`config.mk`:
```
export PLATFORM = sky130hd
export DESIGN_NAME = led_pwm_ctrl
export DESIGN_NICKNAME = d
export VERILOG_FILES = /design/src/rtl/led_pwm_pkg.sv /design/src/rtl/led_pwm_timebase.sv /design/src/rtl/led_pwm_ctrl.sv
export SDC_FILE = /design/constraint.sdc
export NUM_CORES = 1
export LEC_CHECK = 0
export ABC_AREA = 1
export CAP_MARGIN = 20
export CORE_ASPECT_RATIO = 1.2
export CORE_MARGIN = 2
export CORE_UTILIZATION = 59
export DETAILED_ROUTE_END_ITERATION = 16
export GPL_ROUTABILITY_DRIVEN = 0
export HOLD_SLACK_MARGIN = 0.1
export PLACE_DENSITY = 0.95
export RECOVER_POWER = 25
export REMOVE_ABC_BUFFERS = 1
export SLEW_MARGIN = 20
export SYNTH_ARGS = -nofsm -noshare
export SYNTH_HDL_FRONTEND = slang
export SYNTH_SLANG_ARGS = --single-unit
```
`constraint.sdc`:
```
create_clock -name clk_clk -period 6.9 [get_ports clk_clk]
set_input_delay 2.07 -clock clk_clk [delete_from_list [all_inputs] [get_ports clk_clk]]
set_output_delay 2.07 -clock clk_clk [all_outputs]
set_load 0.03 [all_outputs]
```
`src/rtl/led_pwm_pkg.sv`:
```
`default_nettype none
// ----------------------------------------------------------------------------
// led_pwm_pkg: mode encoding, register map and field offsets for led_pwm_ctrl
// Rev 1.0
// ----------------------------------------------------------------------------
package led_pwm_pkg;

  typedef enum logic [1:0] {
    LED_OFF   = 2'd0,
    LED_ON    = 2'd1,
    LED_BLINK = 2'd2,
    LED_PWM   = 2'd3
  } led_mode_t;

  localparam int CTRL_ADDR = 0;
  localparam int CH_BASE   = 1;
  localparam int EN_BIT    = 0;
  localparam int P_LSB     = 16;
  localparam int MODE_LSB  = 0;
  localparam int MODE_W    = 2;
  localparam int DUTY_LSB  = 16;
  localparam int BLINK_BIT = 31;

  function automatic logic led_level(input led_mode_t mode, input logic blink, input logic pwm_on);
    case (mode)
      LED_ON:    return 1'b1;
      LED_BLINK: return blink;
      LED_PWM:   return pwm_on;
      default:   return 1'b0;
    endcase
  endfunction

endpackage
`default_nettype wire

```
`src/rtl/led_pwm_timebase.sv`:
```
`default_nettype none
// ----------------------------------------------------------------------------
// led_pwm_timebase: shared prescaler, PWM counter and blink phase
// Rev 1.0
// ----------------------------------------------------------------------------
module led_pwm_timebase #(
  parameter int PRESCALE_W = 16,
  parameter int PWM_W      = 8
) (
  input  logic                  clk,
  input  logic                  rst_n,
  input  logic                  i_en,
  input  logic                  i_restart,
  input  logic [PRESCALE_W-1:0] i_p,
  output logic [PWM_W-1:0]      o_pwm_cnt,
  output logic                  o_blink_phase
);

  logic [PRESCALE_W-1:0] r_pcnt;
  logic [PWM_W-1:0]      r_pwm_cnt;
  logic                  r_blink;
  logic                  w_tick;
  logic                  w_wrap;

  assign w_tick = (r_pcnt == i_p);
  assign w_wrap = (r_pwm_cnt == {PWM_W{1'b1}});

  always_ff @(posedge clk) begin
    if (!rst_n || i_restart || !i_en) begin
      r_pcnt    <= '0;
      r_pwm_cnt <= '0;
      r_blink   <= 1'b0;
    end else if (w_tick) begin
      r_pcnt    <= '0;
      r_pwm_cnt <= r_pwm_cnt + 1'b1;
      // Blink half-period is one full PWM period
      if (w_wrap) begin
        r_blink <= ~r_blink;
      end
    end else begin
      r_pcnt <= r_pcnt + 1'b1;
    end
  end

  assign o_pwm_cnt     = r_pwm_cnt;
  assign o_blink_phase = r_blink;

endmodule
`default_nettype wire

```
`src/rtl/led_pwm_ctrl.sv`:
```
`default_nettype none
// ----------------------------------------------------------------------------
// led_pwm_ctrl: Avalon-MM slave driving NUM_CH LEDs in off/on/blink/PWM modes
// Rev 1.0
// ----------------------------------------------------------------------------
module led_pwm_ctrl
  import led_pwm_pkg::*;
#(
  parameter int NUM_CH     = 4,
  parameter int PWM_W      = 8,
  parameter int PRESCALE_W = 16,
  parameter int ADDR_W     = 4
) (
  input  logic              clk_clk,
  input  logic              reset_reset_n,
  input  logic [ADDR_W-1:0] avs_address,
  input  logic              avs_read,
  input  logic              avs_write,
  input  logic [31:0]       avs_writedata,
  output logic [31:0]       avs_readdata,
  output logic [NUM_CH-1:0] led_out
);

  localparam int STATUS_ADDR = CH_BASE + NUM_CH;

  logic                  r_en;
  logic [PRESCALE_W-1:0] r_p;
  led_mode_t             r_mode [NUM_CH];
  logic [PWM_W-1:0]      r_duty [NUM_CH];
  logic [NUM_CH-1:0]     r_led;
  logic [31:0]           r_readdata;

  logic                  w_ctrl_wr;
  logic [NUM_CH-1:0]     w_ch_wr;
  logic [NUM_CH-1:0]     w_led_nxt;
  logic [PWM_W-1:0]      w_pwm_cnt;
  logic                  w_blink;
  logic [31:0]           w_rdata;
  logic                  w_unused_wdata;

  assign w_ctrl_wr      = avs_write && (avs_address == ADDR_W'(CTRL_ADDR));
  assign w_unused_wdata = ^avs_writedata;

  led_pwm_timebase #(
    .PRESCALE_W (PRESCALE_W),
    .PWM_W      (PWM_W)
  ) u_timebase (
    .clk           (clk_clk),
    .rst_n         (reset_reset_n),
    .i_en          (r_en),
    .i_restart     (w_ctrl_wr),
    .i_p           (r_p),
    .o_pwm_cnt     (w_pwm_cnt),
    .o_blink_phase (w_blink)
  );

  for (genvar i = 0; i < NUM_CH; i++) begin : g_ch
    assign w_ch_wr[i]   = avs_write && (avs_address == ADDR_W'(CH_BASE + i));
    assign w_led_nxt[i] = r_en && led_level(r_mode[i], w_blink, (w_pwm_cnt < r_duty[i]));
  end

  always_comb begin
    w_rdata = '0;
    if (avs_address == ADDR_W'(CTRL_ADDR)) begin
      w_rdata[EN_BIT]              = r_en;
      w_rdata[P_LSB +: PRESCALE_W] = r_p;
    end else if (avs_address == ADDR_W'(STATUS_ADDR)) begin
      w_rdata[NUM_CH-1:0] = r_led;
      w_rdata[BLINK_BIT]  = w_blink;
    end
    for (int i = 0; i < NUM_CH; i++) begin
      if (avs_address == ADDR_W'(CH_BASE + i)) begin
        w_rdata[MODE_LSB +: MODE_W] = r_mode[i];
        w_rdata[DUTY_LSB +: PWM_W]  = r_duty[i];
      end
    end
  end

  // Read data is captured from pre-write state, so a same-address write is not visible
  always_ff @(posedge clk_clk) begin
    if (!reset_reset_n) begin
      r_en       <= 1'b0;
      r_p        <= '0;
      r_led      <= '0;
      r_readdata <= '0;
      for (int i = 0; i < NUM_CH; i++) begin
        r_mode[i] <= LED_OFF;
        r_duty[i] <= '0;
      end
    end else begin
      if (w_ctrl_wr) begin
        r_en <= avs_writedata[EN_BIT];
        r_p  <= avs_writedata[P_LSB +: PRESCALE_W];
      end
      for (int i = 0; i < NUM_CH; i++) begin
        if (w_ch_wr[i]) begin
          r_mode[i] <= led_mode_t'(avs_writedata[MODE_LSB +: MODE_W]);
          r_duty[i] <= avs_writedata[DUTY_LSB +: PWM_W];
        end
      end
      r_led <= w_led_nxt;
      if (avs_read) begin
        r_readdata <= w_rdata;
      end
    end
  end

  assign avs_readdata = r_readdata;
  assign led_out      = r_led;

endmodule
`default_nettype wire

```
# After elaboration in Yosys (flattened, before gate mapping)
# Memory sizes are Yosys's and may differ from the RTL's.
# Index checks and enable logic that the tools add are counted.
[totals]
register_bits = 66
latchBits = 0
ram_bits = 40
rom_bits = 0
inputBits = 40
out_inout_bits = 36
word_cells = 98
memories = 2
[op_classes]
n_addsub = 2
n_mul = 0
div = 0
n_lt_le_gt_ge = 4
eq_ne = 19
n_shift = 0
mux = 39
n_bitwise = 9
n_reduce_logical = 16
[memory_table]
columns = ["memory", "words", "width", "read_ports", "rd_clocked_by_memory_dff", "write_ports", "line_no", "rtl"]
rows = [
  ["r_duty", 4, 8, 4, 0, 4, "led_pwm_ctrl.sv:29", "logic [PWM_W-1:0] r_duty [NUM_CH];"],
  ["r_mode", 4, 2, 4, 0, 4, "led_pwm_ctrl.sv:28", "led_mode_t r_mode [NUM_CH];"],
]
[op_table]
columns = ["cell", "count"]
rows = [
  ["$mux 8", 8],
  ["$lt 8x8->1", 4],
  ["$add 16x1->16 const B", 1],
  ["$eq 16x16->1", 1],
  ["$eq 2x2->1 const B", 8],
  ["$mux 1", 16],
  ["$mux 2", 8],
  ["$mux 15", 1],
  ["$pmux 1 s3", 4],
  ["$logic_and 1x1->1", 9],
  ["$add 8x1->8 const B", 1],
  ["$eq 2x1->1 const B", 4],
  ["$eq 4x2->1 const B", 2],
  ["$eq 4x3->1 const B", 2],
  ["$eq 8x8->1 const B", 1],
  ["$or 1x1->1", 8],
  ["$eq 4x1->1 const B", 1],
  ["$logic_not 4->1", 1],
  ["$mux 4", 1],
  ["$mux 3", 1],
  ["$logic_not 1->1", 2],
  ["$logic_or 1x1->1", 2],
  ["$reduce_and 2->1", 1],
  ["$reduce_or 2->1", 1],
  ["$not 1->1", 1],
]

# Depth between registers and ports, before layout
# Gate-level depths: netlist of run 1.
[depth]
ltp_word = 7
depth_mapped = 10
mapped_depth_nobuf = 10

# Hierarchy
# From an unflattened synthesis of run 1, not the netlist that was laid out.
[hier_totals]
cells_unflattened = 719
area_unflattened_um2 = 5680.4
[by_module_without_submodules]
columns = ["mod", "n_inst", "cells_per_inst", "area_per_inst_um2", "seq_area_each_um2"]
rows = [
  ["led_pwm_ctrl", 1, 497, 4157.7, 2021.9],
  ["led_pwm_timebase", 1, 222, 1522.7, 500.5],
]

# Worst setup path before layout of run 1
# Ideal clock, no wire load.
[synth_timing]
kind = "input-to-reg"
start = "input port avs_address[2]"
end = "memory r_duty[1][0], enable pin"
t_arrival_ns = 3.339
t_required_ns = 6.509
setup_slack_ns = 3.170
path_stages = 4
path_buffers = 1
cell_sequence = "nor2_4 > nand3_1 > clkbuf_1 > o21ai_0"
[synth_rtl]
columns = ["element", "line_no", "rtl"]
rows = [
  ["from (decl)", "led_pwm_ctrl.sv:16", "input logic [ADDR_W-1:0] avs_address,"],
  ["to (decl)", "led_pwm_ctrl.sv:29", ""],
]

==> results of run 1 <==
## cell usage in the layout (no fill, tap or decap), types with 4 or more instances in the layout
master and n:
nand2_1 127, inv_1 95, nor2_1 73, dfxtp_1 66
o21ai_0 58, a21oi_1 51, clkdlybuf4s50_1 45, edfxtp_1 40
ha_1 30, nand3_1 25, o22ai_1 16, nor3_1 15
conb_1 12, xor2_1 11, nand4_1 10, nor2_2 9
clkbuf_8 9, inv_2 6, a31oi_1 6, nand2_2 4
xnor2_1 4, o21a_1 4, dlygate4sd3_1 4, buf_4 4
## logic make-up (layout without fill, tap and decap cells)
logic type / count (synthesis) / count (layout) / synth area share
adder cells (fa/ha/maj): 30 / 30 / 0.0679
buffers and inverters: 129 / 172 / 0.0993
flip-flops: 106 / 106 / 0.456
AO/OA/AOI/OAI: 138 / 138 / 0.133
other: 1 / 12 / 0.000678
AND/OR/NAND/NOR: 272 / 272 / 0.219
XOR/XNOR: 15 / 15 / 0.0237
## routing by layer
layer | wire (um) | global-route usage | vias to the layer above
met4 | 647 | 0.183 | 0
li1 | - | - | 2342
met2 | 6890 | 0.494 | 240
met1 | 4990 | 0.277 | 2259
met3 | 868 | 0.0415 | 64
met5 | 0 | 0 | -
## tightest hold or removal path: stages, from the launching register on
cell,delay [ns]
dfxtp_1,0.32
nand2_1,0.06
a21oi_1,0.05
## final timing paths
kind                            depth (start not counted)                    end                  from  slack [ns]
worst max-delay path                                    4           r_duty[2][1]         reset_reset_n        2.22
worst min-delay path                                    2        avs_readdata[3]            led_out[3]        0.47
worst max register to register                          7  u_timebase.r_pcnt[10]  u_timebase.r_pcnt[0]        5.28
worst min register to register                          2        avs_readdata[3]            led_out[3]        0.47
## per-stage QoR
stage                     hold slack, ns  total power (W)  setup slack [ns]
after floorplan                    0.451         0.000776              3.17
after global placement             0.448         0.000829              2.65
after detailed placement           0.457         0.000837              2.52
after CTS                          0.470          0.00117              2.94
after global routing               0.498          0.00121              1.99
final                              0.469          0.00118              2.22
## power groups by stage
stage | registers, W | clock network (W) | logic, W
floorplan | 0.000706 | 0 | 0.0000709
global placement | 0.000693 | 0 | 0.000135
detailed placement | 0.000695 | 0 | 0.000142
CTS | 0.000681 | 0.000349 | 0.000142
global route | 0.000683 | 0.000377 | 0.000155
finish | 0.000681 | 0.000351 | 0.000143
## registers in the layout (all words and copies together) (netlist names)
| register | flops |
|---|---|
| avs_readdata | 20 |
| led_out | 4 |
| r_duty | 32 |
| r_en | 1 |
| r_mode | 8 |
| r_p | 16 |
| u_timebase.o_blink_phase | 1 |
| u_timebase.o_pwm_cnt | 8 |
| u_timebase.r_pcnt | 16 |
## synth_stat cells, drive strengths merged
cell | instances | share of area
a21oi | 53 | 0.049
nand2 | 133 | 0.096
conb | 1 | 0.00068
xor2 | 11 | 0.017
o21a | 4 | 0.0054
o21ai | 58 | 0.052
nor3b | 1 | 0.0014
o31ai | 1 | 0.0014
or2 | 1 | 0.0011
ha | 30 | 0.068
dfxtp | 66 | 0.24
nand3 | 26 | 0.024
nor3 | 16 | 0.015
nor2 | 85 | 0.069
xnor2 | 4 | 0.0063
a31oi | 6 | 0.0068
buf | 16 | 0.023
inv | 101 | 0.069
nand4 | 10 | 0.011
edfxtp | 40 | 0.22
o22ai | 16 | 0.018
clkbuf | 12 | 0.0081
## final cells by class
| cell class | count | area (sq um) | share of cell area |
|---|---|---|---|
| clock inverter | 7 | 45.0 | 0.00721 |
| inverter | 101 | 379 | 0.0607 |
| tap | 120 | 150 | 0.0240 |
| sequential | 106 | 2520 | 0.404 |
| timing repair buffer | 55 | 528 | 0.0845 |
| clock buffer | 9 | 124 | 0.0198 |
| multi-input combinational | 467 | 2500 | 0.400 |
==> results by group, run 1 <==
Run
  • Max cap viols: 1

Synthesis
  • Cell variety after synth: 34
  • Mapped Area: 5530 sq um
  • FF+latch count, synth: 106
  • Post-synthesis sequential area ratio: 0.456
  • Synthesis Warnings: 0
  • Syn_area_per_cell: 8.01 sq um
  • Syn Inst Count: 691

Clocking
  • CTS hold repair buffers: 0
  • CTS sink count: 106
  • Clock slew at reported path FFs: 0.10 ns
  • Maximum clock insertion buffer count: 2
  • Post-CTS setup buffers: 0
  • CTS root buf: clkbuf_8
  • Post-cts resize count: 0
  • H-tree levels: 3
  • CTS buffer count: 9
  • CTS tree: yes
  • Clk_lat worst skew: 0.39 ns

Power and ir drop
  • Worst vdd ir: 132 uV
  • Pwr Density: 188 nW/um^2
  • Leak pwr: 2.62 nW
  • Gate power share: 0.122
  • Net Switching: 0.000326 W
  • Clock power frac: 0.299
  • Reg power frac: 0.579
  • Net Sw Frac: 0.278
  • P_int: 0.000849 W

STA
  • Max Slew Vio Count: 45
  • Worst Skew: 0.0101 ns
  • RSZ-0062 raised after global routing: false
  • Post-layout min period: 4.68 ns
  • Final Setup Violations: 0
  • Final hold vios: 0
  • Setup TNS: 0 ns
  • Slew @ Worst Pin: 1.78 ns
  • Relative slew slack: -0.185
  • Fmax: 214 MHz
  • Final worst-path cycle share: 0.678

Placed design
  • # port buffers: 49
  • Placed Cells incl. Taps: 849
  • Placed Area: 6090 sq um
  • Post-DP HPWL: 9890 um

Floorplan
  • DIE WIDTH: 92.4 um
  • Core ar.: 9080 sq um
  • Ports: 76
  • Die area: 10200 sq um
  • Cell row count: 38
  • Die height: 110 um
  • Initial Util: 0.609

Cells and area
  • N_diodes: 0
  • Area growth, synth to finish: 13.0%
  • Fin area: 6250 sq um
  • Number of fill cells: 666
  • # nets final: 810
  • Share of cells above drive strength 1: 0.0631
  • Non-Filler Instances: 865
  • Final Util: 0.688

Routing
  • DR pass1 iterations: 7
  • Residual DRC: 0
  • Routed Antenna Nets: 0
  • DR vias: 4905
  • Via density: 5.67
  • Wirelength per Cell: 15.5 um
  • Routed WL: 13400 um
  • Detailed Route Iter0 Violations: 378

Critical path
  • CP Max Fanout: 44
  • Crit path DAT: 4.90 ns
  • Startpoint Class: primary input
  • Delay of the slowest critical-path stage: 1.27 ns
  • Buf+Inv Stages, Crit Path: 2
  • Required time worst endpoint: 7.13 ns
  • Setup crit end kind: flop
  • CP delay by family, top: buffers and inverters
  • Crit-path slowest cell: clkbuf_1
  • Worst setup path class: primary input to flop
  • Crit-path cells: dlygate4sd3_1 > clkbuf_1 > nand3_1 > nor2_1

GRT
  • Gr ovfl total: 0
  • Total GRT Usage: 0.267
  • Largest net degree at the start of global routing: 45
  • Initial antenna violation count: 0
  • First-pass GRT wire length: 21100 um
  • Vias in the first global route: 4695

Outcome
  • Status: complete, but fails checks
  • Violated checks: max-capacitance violations, max-slew violations

Worst hold path
  • Hold Crit Class: flop to flop
Note: power is estimated with default switching activity, not from simulation.
==> run 2, diff against run 1 <==
- CORE_UTILIZATION: 59 -> 55
- PLACE_DENSITY: 0.95 -> 0.91
- clock period: 6.9 -> 4.36 ns (I/O delays scaled with it)
==> run 2 against run 1 <==
  * The flow now finishes without violations
  * Sequential power grew 59%
  * Critical path type unchanged
  * Die area grew 7.0%
  * Sequential share of layout area shrank 0.78 points
  * Critical path depth grew 5
==> results by group, run 2 (synthesis gave the netlist of run 1 again) <==
Power and ir drop
  • Worst vdd ir: 258 uV (was 132 uV)
  • P_int: 0.00153 W (was 0.000849 W)
  • Leak pwr: 2.74 nW (was 2.62 nW)
  • Reg power frac: 0.515 (was 0.579)
  • Pwr Density: 329 nW/um^2 (was 188 nW/um^2)
  • Net Switching: 0.000560 W (was 0.000326 W)
  • Net Sw Frac: 0.267 (was 0.278)
  • Clock power frac: 0.377 (was 0.299)
  • Gate power share: 0.107 (was 0.122)

Clocking
  • Clk_lat worst skew: 0.36 ns (was 0.39 ns)
  • CTS hold repair buffers: 0 (unchanged)
  • Post-cts resize count: 0 (unchanged)
  • CTS tree: yes (unchanged)
  • Post-CTS setup buffers: 0 (unchanged)
  • Clock slew at reported path FFs: 0.07 ns (was 0.10 ns)
  • CTS buffer count: 9 (unchanged)
  • H-tree levels: 3 (unchanged)
  • Maximum clock insertion buffer count: 2 (unchanged)
  • CTS root buf: clkbuf_16 (was clkbuf_8)
  • CTS sink count: 106 (unchanged)

Critical path
  • Crit path DAT: 3.82 ns (was 4.90 ns)
  • Worst Setup SP: avs_address[2] (was reset_reset_n)
  • CP delay by family, top: simple AND/OR/NAND/NOR gates (was buffers and inverters)
  • Required time worst endpoint: 4.60 ns (was 7.13 ns)
  • Startpoint Class: primary input (unchanged)
  • WP depth: 9 (was 4)
  • Worst Reg-to-Reg Cells: 9 (was 7)
  • End point of the critical path: u_timebase.r_pcnt[3] (was r_duty[2][1])
  • Buf+Inv Stages, Crit Path: 3 (was 2)
  • Crit-path cells: clkdlybuf4s50_1 > nor2_1 > nand2_1 > inv_1 > nand2_2 > nand2_1 > inv_2 > nand2_8 > nor3b_1 (was dlygate4sd3_1 > clkbuf_1 > nand3_1 > nor2_1)
  • Setup crit end kind: flop (unchanged)
  • Cell mode on critical path: nand2_1
  • FF-to-FF Start: u_timebase.r_pcnt[11] (was u_timebase.r_pcnt[0])
  • RR Endpoint: u_timebase.o_pwm_cnt[0] (was u_timebase.r_pcnt[10])
  • Worst reg-to-reg setup slack: 2.70 ns (was 5.28 ns)
  • CP Max Fanout: 16 (was 44)
  • Crit-path slowest cell: clkdlybuf4s50_1 (was clkbuf_1)
  • Worst setup path class: primary input to flop (unchanged)
  • Delay of the slowest critical-path stage: 0.45 ns (was 1.27 ns)

Routing
  • Routed WL: 13800 um (was 13400 um)
  • Via density: 5.67 (about the same)
  • DR vias: 4941 (was 4905)
  • Wirelength per Cell: 15.8 um (was 15.5 um)
  • Routed Antenna Nets: 0 (unchanged)
  • Residual DRC: 0 (unchanged)
  • DR pass1 iterations: 7 (unchanged)
  • Detailed Route Iter0 Violations: 398 (was 378)

STA
  • Max Slew Vio Count: 0 (was 45)
  • Final setup margin: 0.786 ns (was 2.22 ns)
  • Final hold vios: 0 (unchanged)
  • Post-layout min period: 3.57 ns
  • Final Setup Violations: 0 (unchanged)
  • Relative slew slack: 0.266 (was -0.185)
  • Fmax: 280 MHz
  • Worst Skew: 0.0144 ns (was 0.0101 ns)
  • Slew @ Worst Pin: 1.10 ns (was 1.78 ns)
  • Final worst-path cycle share: 0.820
  • RSZ-0062 raised after global routing: false (unchanged)
  • Setup TNS: 0 ns (unchanged)

Cells and area
  • Fin area: 6370 sq um (was 6250 sq um)
  • Non-Filler Instances: 872 (was 865)
  • Most common cell after layout, fill and taps aside: nand2_1 (unchanged)
  • Reg with most FFs: r_duty (unchanged)
  • Area growth, synth to finish: 15.2% (was 13.0%)
  • Multi-input gate area: 2490 sq um (was 2500 sq um)
  • Share of cells above drive strength 1: 0.0630 (was 0.0631)
  • Number of fill cells: 761 (was 666)
  • Max reg flops: 32 (unchanged)
  • Final Util: 0.643 (was 0.688)
  • N_diodes: 0 (unchanged)
  • Register area: 2520 sq um (unchanged)
  • # nets final: 811 (was 810)
  • Most frequent cells in the layout: nand2_1, inv_1, nor2_1 (unchanged)

Floorplan
  • Die height: 114 um (was 110 um)
  • Initial Util: 0.558 (was 0.609)
  • Die area: 10900 sq um (was 10200 sq um)
  • Ports: 76 (unchanged)
  • Core ar.: 9910 sq um (was 9080 sq um)
  • Cell row count: 40 (was 38)
  • DIE WIDTH: 95.6 um (was 92.4 um)

Placed design
  • Post-DP HPWL: 9930 um (was 9890 um)
  • Placed Area: 6100 sq um (was 6090 sq um)
  • Placed Cells incl. Taps: 856 (was 849)
  • # port buffers: 49 (unchanged)
  • Pre-CTS WS: 1.00 ns (was 2.52 ns)

GRT
  • Vias in the first global route: 4815 (was 4695)
  • Gr ovfl total: 0 (unchanged)
  • Initial antenna violation count: 0 (unchanged)
  • Total GRT Usage: 0.262 (was 0.267)
  • Largest net degree at the start of global routing: 33 (was 45)
  • First-pass GRT wire length: 21900 um (was 21100 um)

Run
  • Max cap viols: 0 (was 1)

Worst hold path
  • Hold Crit Class: flop to flop (unchanged)

Outcome
  • Status: finished, final reports clean (was complete, but fails checks)
[run 2: stage by stage]
stage          hold slack (ns)  power, W
2_1_floorplan            0.451   0.00123
3_3_place_gp             0.456   0.00131
3_5_place_dp             0.465   0.00133
4_1_cts                  0.475   0.00210
5_1_grt                  0.489   0.00217
6_report                 0.481   0.00209
[run 2: layer usage]
metal	track usage	up-vias	wire [um]
met5	0	-	0
met4	0.165	0	596
met3	0.0568	46	861
met2	0.435	228	7050
met1	0.301	2320	5240
li1	-	2347	-
[run 2: cell type report]
cell class	instances	share of cell area
inverters	101	0.0595
clock buffers	9	0.0353
well taps	126	0.0247
repair buffers	56	0.0846
multi-input cells	467	0.391
flip-flops and latches	106	0.396
clock inverters	7	0.00942
[run 2: worst min path at each step]
stage,from,to,slack (ns),cells past startpoint
after floorplan,u_timebase.r_pcnt[0],u_timebase.r_pcnt[0],0.45,1
after CTS,avs_readdata[1],avs_readdata[1],0.47,2
after global placement,led_out[2],avs_readdata[2],0.46,2
after detailed placement,avs_readdata[1],avs_readdata[1],0.46,2
final,avs_readdata[1],avs_readdata[1],0.48,2
after global routing,avs_readdata[1],avs_readdata[1],0.49,2
[run 2: power groups by stage]
stage               logic [W]  registers, W  clock network [W]
CTS                  0.000227       0.00108           0.000796
global route         0.000243       0.00108           0.000840
finish               0.000225       0.00108           0.000791
global placement     0.000214       0.00110                  0
floorplan            0.000112       0.00112                  0
detailed placement   0.000225       0.00110                  0
[run 2: worst reg2reg max path, stage by stage, from the launching register on]
cell and delay (ns):
dfxtp_1 0.38, inv_1 0.10, nand2_1 0.06, nand2_1 0.04, nor2_1 0.12, nand2_1 0.17
nor2_8 0.24, nand2_4 0.15, o21ai_0 0.23, nor2_1 0.06
